File: src/rtl/lsu_pkg.sv
// Shared definitions for the load/store unit: FSM state encoding and the
// default abort limit for an unanswered memory request.
package lsu_pkg;

  typedef enum logic [1:0] {
    IDLE = 2'd0,
    REQ  = 2'd1,
    WB   = 2'd2,
    ERR  = 2'd3
  } lsu_state_t;

  localparam int LSU_TIMEOUT_CYCLES = 16;

endpackage

File: src/rtl/load_store_unit_if.sv
// Data-memory bus between the load/store unit (master) and memory (slave).
interface load_store_unit_if #(
  parameter int XLEN = 32
) ();

  logic            mem_req;
  logic            mem_we;
  logic [XLEN-1:0] mem_addr;
  logic [XLEN-1:0] mem_wdata;
  logic            mem_ack;
  logic [XLEN-1:0] mem_rdata;

  modport master (
    output mem_req, mem_we, mem_addr, mem_wdata,
    input  mem_ack, mem_rdata
  );

  modport slave (
    input  mem_req, mem_we, mem_addr, mem_wdata,
    output mem_ack, mem_rdata
  );

endinterface

File: src/rtl/lsu_watchdog.sv
// Counts cycles spent waiting in REQ and flags the last permitted cycle so the
// FSM can abort a request that memory never acknowledges.
module lsu_watchdog
  import lsu_pkg::*;
#(
  parameter int TIMEOUT_CYCLES = LSU_TIMEOUT_CYCLES
) (
  input  logic CLK,
  input  logic rst,
  input  logic clear,
  input  logic enable,
  output logic expired
);

  localparam int CW = $clog2(TIMEOUT_CYCLES + 1);

  logic [CW-1:0] count_reg;

  // Cycle counter: zeroed when a request is launched, advances while waiting.
  always_ff @(posedge CLK) begin
    if (rst || clear) begin
      count_reg <= '0;
    end else if (enable) begin
      count_reg <= count_reg + 1'b1;
    end
  end

  // Counter starts at 0 in the first REQ cycle, so TIMEOUT_CYCLES-1 marks the
  // final cycle that memory is still allowed to answer in.
  assign expired = enable && (count_reg == CW'(TIMEOUT_CYCLES - 1));

endmodule

File: src/rtl/load_store_unit.sv
// Single-outstanding lw/sw engine: computes the effective address, issues one
// data-memory request, and writes load results back to the register file.
module load_store_unit
  import lsu_pkg::*;
#(
  parameter int TIMEOUT_CYCLES = LSU_TIMEOUT_CYCLES,
  parameter int XLEN           = 32
) (
  input  logic                  CLK,
  input  logic                  rst,
  input  logic                  start,
  input  logic                  is_store,
  input  logic [XLEN-1:0]       base,
  input  logic [XLEN-1:0]       imm,
  input  logic [XLEN-1:0]       store_data,
  input  logic [4:0]            rd,
  load_store_unit_if.master     mem,
  output logic                  rf_we,
  output logic [4:0]            rf_a3,
  output logic [XLEN-1:0]       rf_wd,
  output logic                  busy,
  output logic                  done,
  output logic                  err
);

  lsu_state_t      state_reg, state_next;
  logic [XLEN-1:0] addr_sum;
  logic [XLEN-1:0] addr_reg;
  logic [XLEN-1:0] wdata_reg;
  logic [XLEN-1:0] rdata_reg;
  logic [4:0]      rd_reg;
  logic            store_reg;
  logic            accept;
  logic            in_req;
  logic            wd_expired;

  // Carry out of the address add is dropped: addresses wrap modulo 2^XLEN.
  assign addr_sum = base + imm;
  assign accept   = (state_reg == IDLE) && start;
  assign in_req   = (state_reg == REQ);

  lsu_watchdog #(
    .TIMEOUT_CYCLES (TIMEOUT_CYCLES)
  ) u_watchdog (
    .CLK     (CLK),
    .rst     (rst),
    .clear   (accept),
    .enable  (in_req),
    .expired (wd_expired)
  );

  // State register.
  always_ff @(posedge CLK) begin
    if (rst) begin
      state_reg <= IDLE;
    end else begin
      state_reg <= state_next;
    end
  end

  // Next-state logic; an ack in the final permitted cycle wins over the timeout.
  always_comb begin
    state_next = state_reg;
    case (state_reg)
      IDLE: if (start) state_next = (addr_sum[1:0] != 2'b00) ? ERR : REQ;
      REQ: begin
        if (mem.mem_ack)     state_next = WB;
        else if (wd_expired) state_next = ERR;
      end
      WB:      state_next = IDLE;
      ERR:     state_next = IDLE;
      default: state_next = IDLE;
    endcase
  end

  // Operand capture on accept, load data capture on ack; everything else holds.
  always_ff @(posedge CLK) begin
    if (rst) begin
      addr_reg  <= '0;
      wdata_reg <= '0;
      rdata_reg <= '0;
      rd_reg    <= '0;
      store_reg <= 1'b0;
    end else begin
      if (accept) begin
        addr_reg  <= addr_sum;
        wdata_reg <= store_data;
        rd_reg    <= rd;
        store_reg <= is_store;
      end
      if (in_req && mem.mem_ack && !store_reg) begin
        rdata_reg <= mem.mem_rdata;
      end
    end
  end

  // Request lines are only live in REQ; address/data hold their captured values.
  assign mem.mem_req   = in_req;
  assign mem.mem_we    = in_req && store_reg;
  assign mem.mem_addr  = addr_reg;
  assign mem.mem_wdata = wdata_reg;

  // x0 is hardwired zero, so a load targeting it completes without a write.
  assign rf_we = (state_reg == WB) && !store_reg && (rd_reg != 5'd0);
  assign rf_a3 = rd_reg;
  assign rf_wd = rdata_reg;

  assign busy = (state_reg != IDLE);
  assign done = (state_reg == WB);
  assign err  = (state_reg == ERR);

endmodule

File: src/flat_wrapper.sv
// flat-port wrapper written by rule: the top's interface ports become plain ports
module load_store_unit_flat import lsu_pkg::*;
#(
  parameter int TIMEOUT_CYCLES = LSU_TIMEOUT_CYCLES,
  parameter int XLEN           = 32
)
  (CLK, rst, start, is_store, base, imm, store_data, rd, rf_we, rf_a3, rf_wd, busy, done, err, mem_mem_req, mem_mem_we, mem_mem_addr, mem_mem_wdata, mem_mem_ack, mem_mem_rdata);
  load_store_unit_if #(.XLEN(XLEN)) mem_i ();
  input  logic CLK;
  input  logic rst;
  input  logic start;
  input  logic is_store;
  input  logic [XLEN-1:0] base;
  input  logic [XLEN-1:0] imm;
  input  logic [XLEN-1:0] store_data;
  input  logic [4:0] rd;
  output logic rf_we;
  output logic [4:0] rf_a3;
  output logic [XLEN-1:0] rf_wd;
  output logic busy;
  output logic done;
  output logic err;
  output wire logic [$bits(mem_i.mem_req)-1:0] mem_mem_req;
  output wire logic [$bits(mem_i.mem_we)-1:0] mem_mem_we;
  output wire logic [$bits(mem_i.mem_addr)-1:0] mem_mem_addr;
  output wire logic [$bits(mem_i.mem_wdata)-1:0] mem_mem_wdata;
  input wire logic [$bits(mem_i.mem_ack)-1:0] mem_mem_ack;
  input wire logic [$bits(mem_i.mem_rdata)-1:0] mem_mem_rdata;
  assign mem_mem_req = mem_i.mem_req;
  assign mem_mem_we = mem_i.mem_we;
  assign mem_mem_addr = mem_i.mem_addr;
  assign mem_mem_wdata = mem_i.mem_wdata;
  assign mem_i.mem_ack = mem_mem_ack;
  assign mem_i.mem_rdata = mem_mem_rdata;
  load_store_unit #(.TIMEOUT_CYCLES(TIMEOUT_CYCLES), .XLEN(XLEN)) u_core (.CLK(CLK), .rst(rst), .start(start), .is_store(is_store), .base(base), .imm(imm), .store_data(store_data), .rd(rd), .mem(mem_i), .rf_we(rf_we), .rf_a3(rf_a3), .rf_wd(rf_wd), .busy(busy), .done(done), .err(err));
endmodule
File: config.mk
export PLATFORM = sky130hd
export DESIGN_NAME = load_store_unit_flat
export DESIGN_NICKNAME = d
export VERILOG_FILES = /design/src/rtl/lsu_pkg.sv /design/src/rtl/load_store_unit_if.sv /design/src/rtl/lsu_watchdog.sv /design/src/rtl/load_store_unit.sv /design/src/flat_wrapper.sv
export SDC_FILE = /design/constraint.sdc
export NUM_CORES = 1
export LEC_CHECK = 0
export ABC_AREA = 1
export CAP_MARGIN = 20
export CORE_MARGIN = 4
export CORE_UTILIZATION = 39
export DETAILED_ROUTE_END_ITERATION = 12
export DONT_BUFFER_PORTS = 1
export PLACE_DENSITY = 0.64
export SLEW_MARGIN = 20
export SYNTH_ARGS = -nofsm -noshare
export SYNTH_HDL_FRONTEND = slang
export SYNTH_SLANG_ARGS = --single-unit
export TNS_END_PERCENT = 1
File: constraint.sdc
create_clock -name CLK -period 3.3 [get_ports CLK]
set_input_delay 0.495 -clock CLK [delete_from_list [all_inputs] [get_ports CLK]]
set_output_delay 0.495 -clock CLK [all_outputs]
set_load 0.005 [all_outputs]
; Yosys cells after proc, flatten, opt, wreduce, memory -nomap -nowiden
; Cells that the tools add are included.
[word_totals]
reg_bits = 109
input_bits = 138
output_inout_bits = 107
wordCells = 35
[classes]
addsub = 2
eq_ne = 6
mux = 5
reduce_logical = 15
[ops]
columns = cell, n
row1 = 32-bit adder, 1
row2 = 2-bit 2-to-1 mux, 4
row3 = 1-bit logical AND, 7
row4 = 2-bit one-hot mux with 3 select lines, 1
row5 = 5-bit by 1-bit adder with 5-bit output (second input constant), 1
row6 = 5-bit by 4-bit equality test with 1-bit output (second input constant), 1
row7 = 5-bit nonzero test, 1
row8 = 2-bit equality test (second input constant), 2
row9 = 2-bit nonzero test, 2
row10 = 3-bit != test (second input constant), 1
row11 = 2-bit by 1-bit equality test with 1-bit output (second input constant), 1
row12 = 2-bit zero test, 1
row13 = 2-bit != test (second input constant), 1
row14 = 2-bit AND reduction, 1
row15 = 2-bit OR reduction, 1
row16 = 1-bit zero test, 1
row17 = 1-bit logical OR, 1

; Depth between registers and ports, before layout
[depth]
word_depth = 5
depth_mapped = 13
mapped_depth_nobuf = 13

; By module
; From an unflattened synthesis, not the netlist that was laid out.
[hier_totals]
cells_unflattened = 1029
hier_area_um2 = 6366.1
[modules_own_cells]
columns = module, n_inst, cells_each, area_per_inst_um2, seq_area_each_um2
row1 = load_store_unit, 1, 997, 6123.4, 2082.0
row2 = lsu_watchdog, 1, 32, 242.7, 100.1

; Least setup slack after synthesis
; Ideal clock, no wire load.
[synth_path]
kind = input-to-reg
startpoint = input port base[0]
endpoint = register u_core.addr_reg[20] (netlist: u_core.mem.mem_addr[20])
setup_ps = 109
arrival_ps = 1860
t_required_ps = 3191
slack_ps = 1331
path_stages = 12
path_buffers = 0
path_cell_list = ha_1 fa_1 nand3_1 nand3_1 nand3_1 nand3_1 nand3_1 nand2_1 nand2_1 nand3_1 nand2_1 inv_1
[synth_via]
elab_chain_len = 1
[synth_rtl]
columns = element, line_no
row1 = from (decl), flat_wrapper.sv:13  ; input logic [XLEN-1:0] base;
row2 = 32-bit adder, load_store_unit.sv:38  ; assign addr_sum = base + imm;
row3 = to (signal assigned), load_store_unit.sv:86  ; addr_reg <= addr_sum;
row4 = to (decl), load_store_unit.sv:28  ; logic [XLEN-1:0] addr_reg;
; Every way passes these cells.
; A chain may end at the register's enable or synchronous reset.

; Worst setup path after layout
[layout_path]
startpoint = register u_core.rd_reg[1] (netlist: u_core.rf_a3[1])
endpoint = output port rf_we
[layout_via]
elab_chain_len = 2
[layout_rtl]
columns = element, line_no
row1 = from (decl), load_store_unit.sv:31  ; logic [4:0] rd_reg;
row2 = from (signal assigned), load_store_unit.sv:88  ; rd_reg <= rd;
row3 = 5-bit nonzero test, load_store_unit.sv:104  ; assign rf_we = (state_reg == WB) && !store_reg && (rd_reg != 5'd0);
row4 = 1-bit logical AND, load_store_unit.sv:104
row5 = to (decl), flat_wrapper.sv:17  ; output logic rf_we;
; Every way passes these cells.

==> metrics <==
antenna violations before repair=0; antenna diode count=0; total number of placement rows=46; count of filler cells inserted in the layout=1,753; endpoint kind of the worst setup timing path=output port; final net count=1,181; post-route fraction of the period consumed by the critical path=0.6151; Placer Congestion=0.8837; fraction of the core area covered by cells at the end of the flow=0.4270; Global Route Usage Sum=0.1828; Synth Register Bits=109; RSZ-0062 raised after global routing=no; proportion of layout cells with a drive suffix above 1=0.02663; minimum clock period after layout=2.030 ns; clock root buffer master=sky130_fd_sc_hd__clkbuf_16; placed wire-length estimate after detailed placement=13.55 mm; total wire length after detailed routing=17.26 mm; number of ports placed on the die boundary=245; measured slew at the worst slew-check pin=0.9194 ns; maximum buffer depth of the clock tree=2; first-iteration detailed-routing DRC count=393; signed area change from the synthesized netlist to the final layout=7.156%; final-report hold violation count=0; remaining antenna violation count after routing=0; outcome=complete, no violations; # clock sinks=109; Worst Skew=0.007327 ns; share of the yosys chip area belonging to registers=0.3447; via count of the first global-routing pass=5,638; synthesized instance count=1,026; synthesized cell area=0.006330 sq mm; Pre-antenna DRT Iters=6; DRC violations left=0; class of the most critical hold timing path=input port to flop; cell area power density=512.3 mW/mm^2; standby leakage power=0.003685 uW; per-instance average area after synthesis=6.169 sq um; overall overflow remaining after global route=0; maximum resistive drop on vdd=0.2669 mV; area occupied by multi-input gates=0.003407 sq mm; maximum single-stage delay on the critical path=0.38 ns; Starting Density=0.3985; share of async-settable or async-resettable flops after synthesis=0; Vias=5,921; Die Outline Area=0.01833 sq mm; Routed wire per std cell=14.03 um; cell type with the highest aggregate area in the netlist=sky130_fd_sc_hd__dfxtp_1; Max-Slew Margin vs Limit=0.3861; unique cell type count in the Yosys netlist=32; final total negative setup slack=0 ns; kind of critical path=flop to output port; number of synthesis warnings=0; critical path peak fanout=3; Core Footprint=0.01589 sq mm; Buffers on Ports=0; arrival time reported for the critical path endpoint=1.53 ns; crit-path cells=or3_1, o311ai_0, inv_1; detail-routed via count per cell=4.814; Syn Nets=1,198; CTS-repair resized insts=0; sort of element at the start of the critical path=flop; total of hold buffers inserted after clock tree synthesis=0; clock-pin slew on the worst setup and hold paths=0.08 ns; Buf/Inv on CP=1; critical path's top delay family=simple AND/OR/NAND/NOR gates; dominant synthesized flop cell=sky130_fd_sc_hd__dfxtp_1; die height=135.4 um; count of pins over their slew limit=0; number of failing setup endpoints in the final timing report=0; dominant cells by area after synthesis=sky130_fd_sc_hd__dfxtp_1, sky130_fd_sc_hd__nor2_1, sky130_fd_sc_hd__nand2_1; max_cap viols=0; number of synthesized flops with an enable pin=0; WP data required=2.80 ns; horizontal die dimension=135.4 um; H-tree depth reported by CTS=3; pin count of the biggest net entering global routing=88; post-CTS setup buffer count=0; Seq. cell area=0.002182 sq mm; wire length of the first global-routing pass=27.42 mm; area fraction of the dominant cell type after synthesis=0.3447; commonest cells after routing, fill and taps aside=sky130_fd_sc_hd__nor2_1, sky130_fd_sc_hd__nand2_1, sky130_fd_sc_hd__inv_1, sky130_fd_sc_hd__dfxtp_1, sky130_fd_sc_hd__o21ai_0; TritonCTS clock tree=yes; clock buffer count from CTS=9; standard cell with the maximum stage delay on the critical path=sky130_fd_sc_hd__or3_1; clock latency at the later pin of the worst-skew pair=0.35 ns; highest clock frequency the design can meet=492.6 MHz; most common library cell in the layout ignoring fill and taps=sky130_fd_sc_hd__nor2_1
## power by group
part	switching (uW)	leakage, uW	internal, uW
clock network	539	0.000145	540
registers	142	0.000897	1470
logic	518	0.00264	261
total	1200	0.00369	2280
## cell type report
class                           instances  area share
Multi-Input combinational cell        726      0.5023
Clock inverter                          7     0.01107
Timing Repair Buffer                    3    0.003320
Tap cell                              216     0.03984
Clock buffer                            9     0.03320
Sequential cell                       109      0.3217
Inverter                              160     0.08854
## routing by layer
layer	vias to the layer above	part of all wire	GRT usage
li1	3114	-	-
met1	2577	0.43	0.2255
met2	197	0.45	0.2984
met3	33	0.097	0.06686
met4	0	0.025	0.05655
met5	-	0	0
## Yosys cell counts (all sizes together) (4+ instances only)
cell and instances:
a21oi 24, buf 15, clkbuf 16, dfxtp 109, ha 33, inv 159, nand2 241, nand3 46
nand4 4, nor2 252, nor3 5, o21ai 89, xor2 14
## final timing paths
| kind | to | startpoint | cells after the start | slack (ns) |
|---|---|---|---|---|
| max | rf_we | u_core.rf_a3[1] | 3 | 1.27 |
| max reg2reg | u_core.mem.mem_addr[27] | u_core.state_reg[1] | 7 | 1.31 |
| min reg2reg | u_core.u_watchdog.count_reg[1] | u_core.u_watchdog.count_reg[1] | 2 | 0.49 |
| min | u_core.state_reg[0] | rst | 1 | 0.22 |
## kinds of logic after synthesis
group                    Yosys count  share of synthesized area
flip-flops                       109                     0.3447
XOR/XNOR                          17                    0.02352
buffers and inverters            191                     0.1170
AND/OR/NAND/NOR                  551                     0.3437
AO/OA/AOI/OAI                    124                     0.1026
adder cells (fa/ha/maj)           34                    0.06839
## per-stage QoR
step / cells / instance area [sq um] / power [uW] / worst slack, ns / hold WS (ns)
floorplan: 1026 / 6330 / 2228 / 1.331 / 0.4573
global placement: 1214 / 6482 / 2427 / 1.118 / 0.4739
detailed placement: 1214 / 6482 / 2434 / 1.085 / 0.4900
CTS: 1230 / 6783 / 3525 / 1.267 / 0.2051
global route: 1230 / 6783 / 3719 / 1.060 / 0.2022
finish: 1230 / 6783 / 3475 / 1.270 / 0.2240
Note: power is estimated with default switching activity, not from simulation.
